<file path="config.mk">
export PLATFORM = sky130hd
export DESIGN_NAME = controller
export DESIGN_NICKNAME = d
export VERILOG_FILES = /design/src/rtl/controller_pkg.sv /design/src/rtl/controller_echo_timer.sv /design/src/rtl/controller.sv
export SDC_FILE = /design/constraint.sdc
export NUM_CORES = 1
export LEC_CHECK = 0
export ABC_AREA = 1
export CORE_ASPECT_RATIO = 0.7
export CORE_MARGIN = 5
export CORE_UTILIZATION = 25
export DETAILED_ROUTE_END_ITERATION = 8
export SLEW_MARGIN = 40
export SYNTH_ARGS = -nofsm -noshare
export SYNTH_HDL_FRONTEND = slang
export SYNTH_SLANG_ARGS = --single-unit
</file>
<file path="constraint.sdc">
create_clock -name clk -period 3.3 [get_ports clk]
set_clock_uncertainty 0.05 [all_clocks]
set_input_delay 0.99 -clock clk [delete_from_list [all_inputs] [get_ports clk]]
set_output_delay 0.99 -clock clk [all_outputs]
set_load 0.03 [all_outputs]
</file>
<file path="src/rtl/controller_pkg.sv">
// Shared types and defaults for the slicer sequencer.
package controller_pkg;

  typedef enum logic [2:0] {
    S_IDLE, S_TRIG, S_WAIT_ECHO, S_EVAL, S_CUT, S_PAUSED, S_DONE
  } state_e;

  typedef enum logic [1:0] {PH_HOME, PH_ADV, PH_RET} phase_e;

  localparam int unsigned DEF_SLICE_STEP = 300;
  localparam int unsigned DEF_HOME_TOL   = 20;
  localparam int unsigned DEF_TIMEOUT    = 3_000_000;

  // Index of the final cut; a request for 0 pieces behaves like 1.
  function automatic logic [4:0] last_cut(input logic [4:0] n);
    return (n == 5'd0) ? 5'd0 : n - 5'd1;
  endfunction

endpackage

</file>
<file path="src/rtl/controller_echo_timer.sv">
// Echo watchdog: counts cycles while not cleared, flags the final cycle of the window.
module controller_echo_timer
  import controller_pkg::*;
#(
  parameter int unsigned TIMEOUT = DEF_TIMEOUT
) (
  input  logic clk,
  input  logic rst_n,
  input  logic clr_i,
  output logic expire_o
);

  localparam int TW = $clog2(TIMEOUT + 1);
  localparam logic [TW-1:0] LAST = TW'(TIMEOUT - 1);

  logic [TW-1:0] cnt_q;

  always_ff @(posedge clk or negedge rst_n) begin
    if (!rst_n)              cnt_q <= '0;
    else if (clr_i)          cnt_q <= '0;
    else if (cnt_q != LAST)  cnt_q <= cnt_q + TW'(1);
  end

  assign expire_o = !clr_i && (cnt_q == LAST);

endmodule

</file>
<file path="src/rtl/controller.sv">
// Slicer sequencer: ranges the carriage, requests cuts every SLICE_STEP, returns home.
module controller
  import controller_pkg::*;
#(
  parameter int unsigned SLICE_STEP = DEF_SLICE_STEP,
  parameter int unsigned HOME_TOL   = DEF_HOME_TOL,
  parameter int unsigned TIMEOUT    = DEF_TIMEOUT
) (
  input  logic        clk,
  input  logic        rst_n,
  input  logic        start,
  input  logic        pause,
  input  logic [4:0]  slice_num,
  input  logic        valid,
  input  logic [31:0] distance,
  input  logic        triggerSuc,
  output logic        trigger,
  output logic        move,
  input  logic        cut_end,
  output logic        cut,
  output logic        finish
);

  state_e      state_q, state_d;
  phase_e      phase_q, phase_d;
  logic [31:0] ref_q, ref_d, home_q, home_d, dist_q, dist_d;
  logic [4:0]  cnt_q, cnt_d;
  logic        trigger_q, trigger_d, move_q, move_d, cut_q, cut_d, finish_q, finish_d;
  logic        expire;

  controller_echo_timer #(.TIMEOUT(TIMEOUT)) u_timer (
    .clk      (clk),
    .rst_n    (rst_n),
    .clr_i    (state_q != S_WAIT_ECHO),
    .expire_o (expire)
  );

  always_comb begin
    state_d = state_q;
    phase_d = phase_q;
    ref_d   = ref_q;
    home_d  = home_q;
    dist_d  = dist_q;
    cnt_d   = cnt_q;
    unique case (state_q)
      S_IDLE, S_DONE: if (start) begin
        state_d = S_TRIG;
        phase_d = PH_HOME;
        cnt_d   = '0;
      end
      S_TRIG: begin
        if (pause)           state_d = S_PAUSED;
        else if (triggerSuc) state_d = S_WAIT_ECHO;
      end
      S_WAIT_ECHO: begin
        if (pause) state_d = S_PAUSED;
        else if (valid) begin
          dist_d  = distance;
          state_d = S_EVAL;
        end else if (expire) state_d = S_TRIG;
      end
      S_EVAL: begin
        if (pause) state_d = S_PAUSED;
        else begin
          state_d = S_TRIG;
          unique case (phase_q)
            PH_HOME: begin
              home_d  = dist_q;
              ref_d   = dist_q;
              phase_d = (slice_num <= 5'd1) ? PH_RET : PH_ADV;
            end
            PH_ADV: if (dist_q <= ref_q && (ref_q - dist_q) >= 32'(SLICE_STEP)) begin
              state_d = S_CUT;
              ref_d   = dist_q;
              cnt_d   = cnt_q + 5'd1;
            end
            // 33-bit sum so a reading near the top of range cannot wrap
            PH_RET: if (({1'b0, dist_q} + 33'(HOME_TOL)) >= {1'b0, home_q})
              state_d = S_DONE;
            default: state_d = S_TRIG;
          endcase
        end
      end
      S_CUT: if (cut_end) begin
        if (cnt_q == last_cut(slice_num)) phase_d = PH_RET;
        state_d = pause ? S_PAUSED : S_TRIG;
      end
      S_PAUSED: if (!pause) state_d = S_TRIG;
      default:  state_d = S_IDLE;
    endcase

    trigger_d = (state_d == S_TRIG);
    cut_d     = (state_d == S_CUT);
    finish_d  = (state_d == S_DONE);
    move_d    = (phase_d == PH_ADV) &&
                (state_d == S_TRIG || state_d == S_WAIT_ECHO || state_d == S_EVAL);
  end

  always_ff @(posedge clk or negedge rst_n) begin
    if (!rst_n) begin
      state_q   <= S_IDLE;
      phase_q   <= PH_HOME;
      ref_q     <= '0;
      home_q    <= '0;
      dist_q    <= '0;
      cnt_q     <= '0;
      trigger_q <= 1'b0;
      move_q    <= 1'b0;
      cut_q     <= 1'b0;
      finish_q  <= 1'b0;
    end else begin
      state_q   <= state_d;
      phase_q   <= phase_d;
      ref_q     <= ref_d;
      home_q    <= home_d;
      dist_q    <= dist_d;
      cnt_q     <= cnt_d;
      trigger_q <= trigger_d;
      move_q    <= move_d;
      cut_q     <= cut_d;
      finish_q  <= finish_d;
    end
  end

  assign trigger = trigger_q;
  assign move    = move_q;
  assign cut     = cut_q;
  assign finish  = finish_q;

endmodule

</file>
==> impl_metrics.ini, run 1 <==
[synthesis]
ys_ff_latch = 132
synth_flop_cell = dfrtp_1
synthesis.area_mm2 = 0.009759
async_reset_ff_frac = 1.000
synth_warnings = 0
seq_area_frac_synth = 0.3385
synth_edf_count = 0
synth_nets = 1568
syn_inst = 1452
synth_cell_types = 41
synth.avg_cell_area_um2 = 6.721

[critical_path]
r2r_start = dist_q[2]
crit_type = reg2reg
endpoint_kind = flip-flop
worstSetupStartpoint = dist_q[2]
cp_slowest_stage_delay_ns = 0.36
required_ns = 3.62
cp.arrival_ns = 4.36
slowest_stage = dfrtp_1
crit_path_max_fanout = 3
cp-start-kind = flip-flop

[detailed_routing]
wl_um = 28830
dr.pass1.iters = 5
antenna_left = 0
wire_per_inst_um = 13.49
vias = 9746
first_iter_violations = 867
via_per_inst = 4.561
drcViolationCount = 0

[global_route]
grt_use_total = 0.1322
first_global_vias = 9035
antenna_found_initial = 0
grt_pass1_wl_um = 46510
grt_max_degree = 65
grt_overflow = 0

[min_path]
min_from = ref_q[0]
hold_path_class = reg2reg

[place]
place_area_mm2 = 0.01146
io_buffer_count = 47
dp_hpwl_um = 21950
place.gp.congestion = 0.8755
dp_cells = 2083

[final_layout]
mostFrequentLayoutCell = nand2_1
fin_area_mm2 = 0.01268
layout_common_cells = nand2_1, inv_1, nor2_1, dfrtp_1, buf_4
drive_gt1_frac = 0.1366
diodes = 0
layout.nets = 1713
stdcell_count = 2137
area_growth_pct = 29.96

[cts]
cts-root-buf = clkbuf_16
clkTransAtPathRegs_ns = 0.06
cts-htree-levels = 4
clkLatencyLatePin_ns = 0.44
ctsHoldBuffers = 0
cts_buffers = 17
cts_tree = yes
clockBufferDepth = 2
clock-sinks = 132

[floorplan]
start_util = 0.2534
dieArea_mm2 = 0.04315
pin_count = 48
die_h_um = 175.3
die_w_um = 246.2
core_mm2 = 0.03851
placementRows = 60

[power_and_ir_drop]
net-switching-power_w = 0.004830
seqPwrFrac = 0.233
p_leak_nw = 6.448
peakVddDrop_mv = 0.4926
p_clk_frac = 0.194
intPower_w = 0.006138
p_per_area_mw_per_mm2 = 864.8
fin_total_pwr_w = 0.01097
combPwrFrac = 0.573
sw_frac_of_total = 0.4404

[sta]
drv_slew = 0
finalHoldViolCount = 0
tightest_slew_ns = 0.8194
fin_crit_ns = 4.047
max_freq_ghz = 0.2471
finalSetupViolations = 14
min_period_over_period = 1.226
hold_ws_ns = 0.4323
layout_setup_ws_ns = -0.7472
slew_headroom = 0.4517
rsz0062_at_grt = true

[status]
violations = negative setup slack
status = complete, but fails checks

[flow_run]
drv_cap = 0
## power groups by stage
stage / registers, W / logic [W] / clock network [W]
2_1_floorplan: 0.00247 / 0.00378 / 0
3_3_place_gp: 0.00254 / 0.00554 / 0
3_5_place_dp: 0.00254 / 0.00562 / 0
4_1_cts: 0.00253 / 0.00581 / 0.00217
5_1_grt: 0.00263 / 0.00706 / 0.00225
6_report: 0.00256 / 0.00628 / 0.00213
## critical path: cells and delay by family, from the launching register on
| kind | cells | cell delay (ns) |
|---|---|---|
| compound gates | 2 | 0.23 |
| flops | 1 | 0.36 |
| fa+ha+maj | 1 | 0.28 |
| xor+xnor | 1 | 0.18 |
| buf+inv | 3 | 0.23 |
| simple gates | 23 | 2.63 |
## Yosys cell counts (15+ instances only)
library cell / number / area, µm²
nor2_1: 157 / 589.3
a21oi_1: 94 / 470.5
nand4_1: 32 / 200.2
nor3_1: 22 / 110.1
nand3_1: 80 / 400.4
ha_1: 72 / 900.9
clkbuf_1: 15 / 56.30
nand2_1: 399 / 1498
xor2_1: 31 / 271.5
inv_1: 257 / 964.7
o21ai_0: 86 / 430.4
dfrtp_1: 132 / 3303
## worst paths after layout
check	to	slack [ns]	cells past startpoint
max	move	-0.75	30
min	ref_q[0]	0.43	2
max reg2reg	move	-0.75	30
min reg2reg	ref_q[0]	0.43	2
max in group asynchronous	ref_q[4]	2.09	2
min in group asynchronous	dist_q[26]	0.45	1
## flip-flops by register name, indices dropped and copies added (netlist names)
register,count
move,1
cnt_q,5
state_q,3
ref_q,32
finish,1
home_q,32
phase_q,2
trigger,1
cut,1
u_timer.cnt_q,22
dist_q,32
## metal layers
layer / vias to the layer above / part of all wire / track usage
li1: 4928 / - / -
met1: 4531 / 0.52 / 0.2071
met2: 263 / 0.40 / 0.1820
met3: 24 / 0.061 / 0.02814
met4: 0 / 0.010 / 0.03322
met5: - / 0 / 0
## cell type report
type	count	area, µm²
Clock buffer	20	456.7
Inverter	258	972.2
Fill cell	4096	25830
Timing Repair Buffer	147	1365
Sequential cell	132	3303
Clock inverter	12	201.4
Multi-Input combinational cell	1041	5725
Tap cell	527	659.4
## logic make-up after synthesis
kind of cell,synth area share
AOI/OAI and AO/OA,0.1168
xor gates and xnor gates,0.02872
and+or+nand+nor,0.3149
buffers and inverters,0.1088
DFF,0.3385
adders and majority gates,0.09231
## through the flow
step	setup WS, ns	TNS [ns]	util
after CTS	-0.6724	-4.316	0.3184
after global routing	-1.112	-13.71	0.3293
final	-0.7472	-4.745	0.3293
after detailed placement	-0.7492	-7.735	0.2975
after global placement	-0.7347	-5.107	0.2975
after floorplan	-0.3878	-2.123	-
## what timing repair did
item                       in CTS  in global routing
setup endpoints to repair      40                 44
pin swaps                       1                 24
gates resized for setup        21                 66
gates cloned                    1                  2
buffers inserted                5                 14
No activity file was read; power rests on OpenSTA's default activity.
==> run 2, diff against run 1 <==
--- a/config.mk
+++ b/config.mk
@@ -10,6 +10,7 @@
 export CORE_MARGIN = 5
 export CORE_UTILIZATION = 25
 export DETAILED_ROUTE_END_ITERATION = 8
+export SKIP_CTS_REPAIR_TIMING = 1
 export SLEW_MARGIN = 40
 export SYNTH_ARGS = -nofsm -noshare
 export SYNTH_HDL_FRONTEND = slang
==> run 2 against run 1 <==
  * The run still ends with negative setup slack left
  * Wire length increased by 2.0%
  * Die area unchanged
  * Non-clock buffer count grew 7
==> impl_metrics.ini, run 2 (synthesized netlist as in run 1, its figures left out) <==
[detailed_routing]
dr.pass1.iters = 5
drcViolationCount = 0
first_iter_violations = 954
wl_um = 29390
via_per_inst = 4.589
antenna_left = 0
wire_per_inst_um = 13.71
vias = 9839

[cts]
cts-htree-levels = 4
clkTransAtPathRegs_ns = 0.05
cts_buffers = 17
clockBufferDepth = 2
clock-sinks = 132
clkLatencyLatePin_ns = 0.44
cts-root-buf = clkbuf_16
cts_tree = yes

[critical_path]
r2r_end = move
cp.arrival_ns = 4.38
crit_type = reg2reg
cp_slowest_stage_delay_ns = 0.38
slowest_stage = nor4_4
reg2reg_depth = 30
crit_path_max_fanout = 3
cpMostUsedCell = nand2_1
r2r_start = dist_q[3]
r2r_slack_ns = -0.76
endpoint_kind = flip-flop
cp-start-kind = flip-flop
required_ns = 3.62

[final_layout]
mostFrequentLayoutCell = nand2_1
diodes = 0
fillers = 4090
stdcell_count = 2144
layout.nets = 1720
reg_top3 = dist_q (32), home_q (32), ref_q (32)
drive_gt1_frac = 0.1614
seq_area_mm2 = 0.003306
area_growth_pct = 32.94
layout_common_cells = nand2_1, inv_1, nor2_1, dfrtp_1, buf_4
multi_input_area_mm2 = 0.005907

[floorplan]
placementRows = 60
dieArea_mm2 = 0.04315
core_mm2 = 0.03851
start_util = 0.2534
die_w_um = 246.2
pin_count = 48
die_h_um = 175.3

[power_and_ir_drop]
p_per_area_mw_per_mm2 = 864.0
sw_frac_of_total = 0.4409
combPwrFrac = 0.579
net-switching-power_w = 0.004943
peakVddDrop_mv = 0.4921
p_clk_frac = 0.189
seqPwrFrac = 0.231
fin_total_pwr_w = 0.01121
intPower_w = 0.006267
p_leak_nw = 6.495

[sta]
layout_setup_ws_ns = -0.7586
finalSetupViolations = 18
rsz0062_at_grt = true
drv_slew = 0
fin_crit_ns = 4.059
max_freq_ghz = 0.2464
finalHoldViolCount = 0
min_period_over_period = 1.230
tightest_slew_ns = 0.7689
slew_headroom = 0.4826

[place]
dp_cells = 2083
dp_hpwl_um = 21950
io_buffer_count = 47
place.gp.congestion = 0.8755

[global_route]
grt_overflow = 0
grt_pass1_wl_um = 45770
grt_max_degree = 65
grt_use_total = 0.1300
first_global_vias = 8934
antenna_found_initial = 0

[status]
status = complete, but fails checks
violations = negative setup slack

[min_path]
min_from = home_q[2]
whs_endpoint = home_q[2]
min_path_cells = 2
hold_path_class = reg2reg

[flow_run]
drv_cap = 0
[run 2: cell types whose count changed in the layout (fill, tap and decap cells not counted), moves of 4 or more]
| cell | delta |
|---|---|
| ha_1 | -12 |
| inv_1 | -6 |
| inv_2 | +5 |
| o21ai_0 | -10 |
| nor2_4 | +4 |
| o21ai_1 | +9 |
| ha_4 | +8 |
| nand2_2 | +8 |
| nand2_1 | -10 |
| ha_2 | +4 |
[run 2: critical path, delay by kind of cell (launching register included)]
kind	cells	cell delay, ns
AO/OA/AOI/OAI	2	0.23
XOR/XNOR	1	0.18
adder cells (fa/ha/maj)	1	0.27
buffers and inverters	3	0.24
flip-flops	1	0.36
AND/OR/NAND/NOR	23	2.66
[run 2: worst max-delay path by stage]
stage | from | endpoint | slack, ns | depth (start not counted)
final | dist_q[3] | move | -0.76 | 30
after global routing | dist_q[3] | trigger | -1.21 | 31
after CTS | dist_q[2] | cut | -0.80 | 27
after global placement | dist_q[2] | move | -0.73 | 28
after floorplan | dist_q[2] | move | -0.39 | 29
after detailed placement | dist_q[2] | move | -0.75 | 29
[run 2: area by class of cell]
type	instances	area share
multi-input cells	1041	0.4553
flip-flops and latches	132	0.2548
repair buffers	154	0.1132
inverters	258	0.07513
well taps	527	0.05082
clock buffers	20	0.03520
clock inverters	12	0.01553
[run 2: stage by stage]
step	TNS, ns	setup slack (ns)	util	hold slack, ns	cell area, µm²
2_1_floorplan	-2.123	-0.3878	-	0.4030	9764
3_3_place_gp	-5.107	-0.7347	0.2975	0.4205	11460
3_5_place_dp	-7.735	-0.7492	0.2975	0.4234	11460
4_1_cts	-8.846	-0.7988	0.3146	0.4386	12120
5_1_grt	-12.04	-1.211	0.3369	0.4552	12970
6_report	-4.851	-0.7586	0.3369	0.4371	12970
[run 2: power groups by stage]
stage          Combinational [W]  Sequential [W]  Clock (W)
5_1_grt                  0.00728         0.00267    0.00225
4_1_cts                  0.00567         0.00253    0.00217
6_report                 0.00649         0.00259    0.00212
2_1_floorplan            0.00378         0.00247          0
3_5_place_dp             0.00562         0.00254          0
3_3_place_gp             0.00554         0.00254          0
[run 2: routing by layer]
layer	track usage	part of all wire
met5	0	0
met4	0.03322	0.010
met3	0.02814	0.065
met2	0.1777	0.41
met1	0.2039	0.52
==> run 3, diff against run 2 <==
==> constraint.sdc (replaced) <==
create_clock -name clk -period 4.97 [get_ports clk]
set_clock_uncertainty 0.05 [all_clocks]
set_input_delay 1.491 -clock clk [delete_from_list [all_inputs] [get_ports clk]]
set_output_delay 1.491 -clock clk [all_outputs]
set_load 0.03 [all_outputs]
==> run 3 against run 2 <==
  * The run now ends clean
  * Final area decreased by 12%
  * Combinational power shrank 47%
  * Highest routed layer unchanged
  * Utilization down 3.9 points
  * Via count down 6.1%
==> impl_metrics.ini, run 3 (synthesized netlist as in run 1, its figures left out) <==
[status]
status = finished clean

[place]
place.gp.congestion = 0.9408
place_area_mm2 = 0.01086
io_buffer_count = 47
dpl_worst_slack_ns = 0.7458
dp_hpwl_um = 21370

[power_and_ir_drop]
seqPwrFrac = 0.263
p_per_area_mw_per_mm2 = 558.0
p_leak_nw = 5.887
intPower_w = 0.003415
sw_frac_of_total = 0.4658
net-switching-power_w = 0.002977
peakVddDrop_mv = 0.3453
p_clk_frac = 0.199
combPwrFrac = 0.537

[floorplan]
die_w_um = 246.2
dieArea_mm2 = 0.04315
placementRows = 60
core_mm2 = 0.03851
start_util = 0.2534
die_h_um = 175.3
pin_count = 48

[final_layout]
mostFrequentLayoutCell = nand2_1
drive_gt1_frac = 0.03628
layout_common_cells = nand2_1, inv_1, nor2_1, dfrtp_1, a21oi_1
fin_area_mm2 = 0.01145
seq_area_mm2 = 0.003303
area_growth_pct = 17.37
reg_top3 = dist_q (32), home_q (32), ref_q (32)
multi_input_area_mm2 = 0.005406
layout.nets = 1619
fillers = 4162
diodes = 0

[global_route]
first_global_vias = 8193
grt_pass1_wl_um = 43160
grt_use_total = 0.1229
grt_max_degree = 94
antenna_found_initial = 0
grt_overflow = 0

[sta]
fin_crit_ns = 4.259
finalSetupViolations = 0
slew_headroom = 0.3946
min_period_over_period = 0.8569
layout_setup_ws_ns = 0.7110
rsz0062_at_grt = false
max_freq_ghz = 0.2348
finalHoldViolCount = 0
tightest_slew_ns = 0.8998
drv_slew = 0
finalSetupTns_ns = 0

[critical_path]
cp-start-kind = flip-flop
cpMostUsedCell = nand2_1
slowest_stage = dfrtp_1
required_ns = 5.28
crit_path_max_fanout = 4
path_buf_inv = 2
cp.arrival_ns = 4.57
crit_type = reg2reg
cp_slowest_stage_delay_ns = 0.40
endpoint_kind = flip-flop
cp_top_family = simple AND/OR/NAND/NOR gates

[detailed_routing]
vias = 9234
wl_um = 26950
via_per_inst = 4.520
wire_per_inst_um = 13.19
antenna_left = 0
dr.pass1.iters = 5
first_iter_violations = 792
drcViolationCount = 0

[cts]
clkTransAtPathRegs_ns = 0.07
cts_tree = yes
cts_buffers = 17
clkLatencyLatePin_ns = 0.43
clock-sinks = 132
clockBufferDepth = 2
cts-htree-levels = 4
cts-root-buf = clkbuf_16

[min_path]
hold_path_class = reg2reg

[flow_run]
drv_cap = 0
[run 3: worst paths after layout]
kind | cells past startpoint | slack (ns) | endpoint | from
max | 28 | 0.71 | move | dist_q[4]
min | 2 | 0.44 | home_q[10] | home_q[10]
max reg2reg | 28 | 0.71 | move | dist_q[4]
min reg2reg | 2 | 0.44 | home_q[10] | home_q[10]
max in group asynchronous | 2 | 3.05 | dist_q[8] | rst_n
min in group asynchronous | 1 | 0.99 | ref_q[28] | rst_n
[run 3: layout make-up]
class                      instances  area share
multi-input combinational       1041      0.4720
tap                              527     0.05756
clock buffer                      17     0.03714
sequential                       132      0.2884
inverter                         258     0.08454
clock inverter                    15     0.01496
timing repair buffer              53     0.04544
[run 3: power by group through the flow]
| stage | combinational [W] | clock, W | sequential (W) |
|---|---|---|---|
| global route | 0.00392 | 0.00135 | 0.00173 |
| CTS | 0.00340 | 0.00130 | 0.00168 |
| detailed placement | 0.00338 | 0 | 0.00169 |
| floorplan | 0.00251 | 0 | 0.00164 |
| finish | 0.00343 | 0.00127 | 0.00168 |
| global placement | 0.00332 | 0 | 0.00169 |
[run 3: routing by layer]
metal	GRT usage	vias to the layer above	routed length, µm
met5	0	-	0
met4	0.02277	0	217
met3	0.02981	15	1699
met2	0.1609	232	10350
met1	0.2001	4251	14690
li1	-	4736	-
[run 3: per-stage QoR]
stage / hold WS [ns] / util / cells / power, W
finish: 0.4358 / 0.2974 / 2043 / 0.006392
global route: 0.4595 / 0.2974 / 2043 / 0.007002
CTS: 0.4386 / 0.2974 / 2043 / 0.006382
detailed placement: 0.4230 / 0.2819 / 2011 / 0.005066
global placement: 0.4180 / 0.2817 / 2011 / 0.005005
floorplan: 0.4030 / - / 1452 / 0.004151
[run 3: tightest hold or removal path, cell delays in order, from the launching register on]
cell     delay, ns
dfrtp_1       0.34
nand2_1       0.05
o21ai_0       0.06
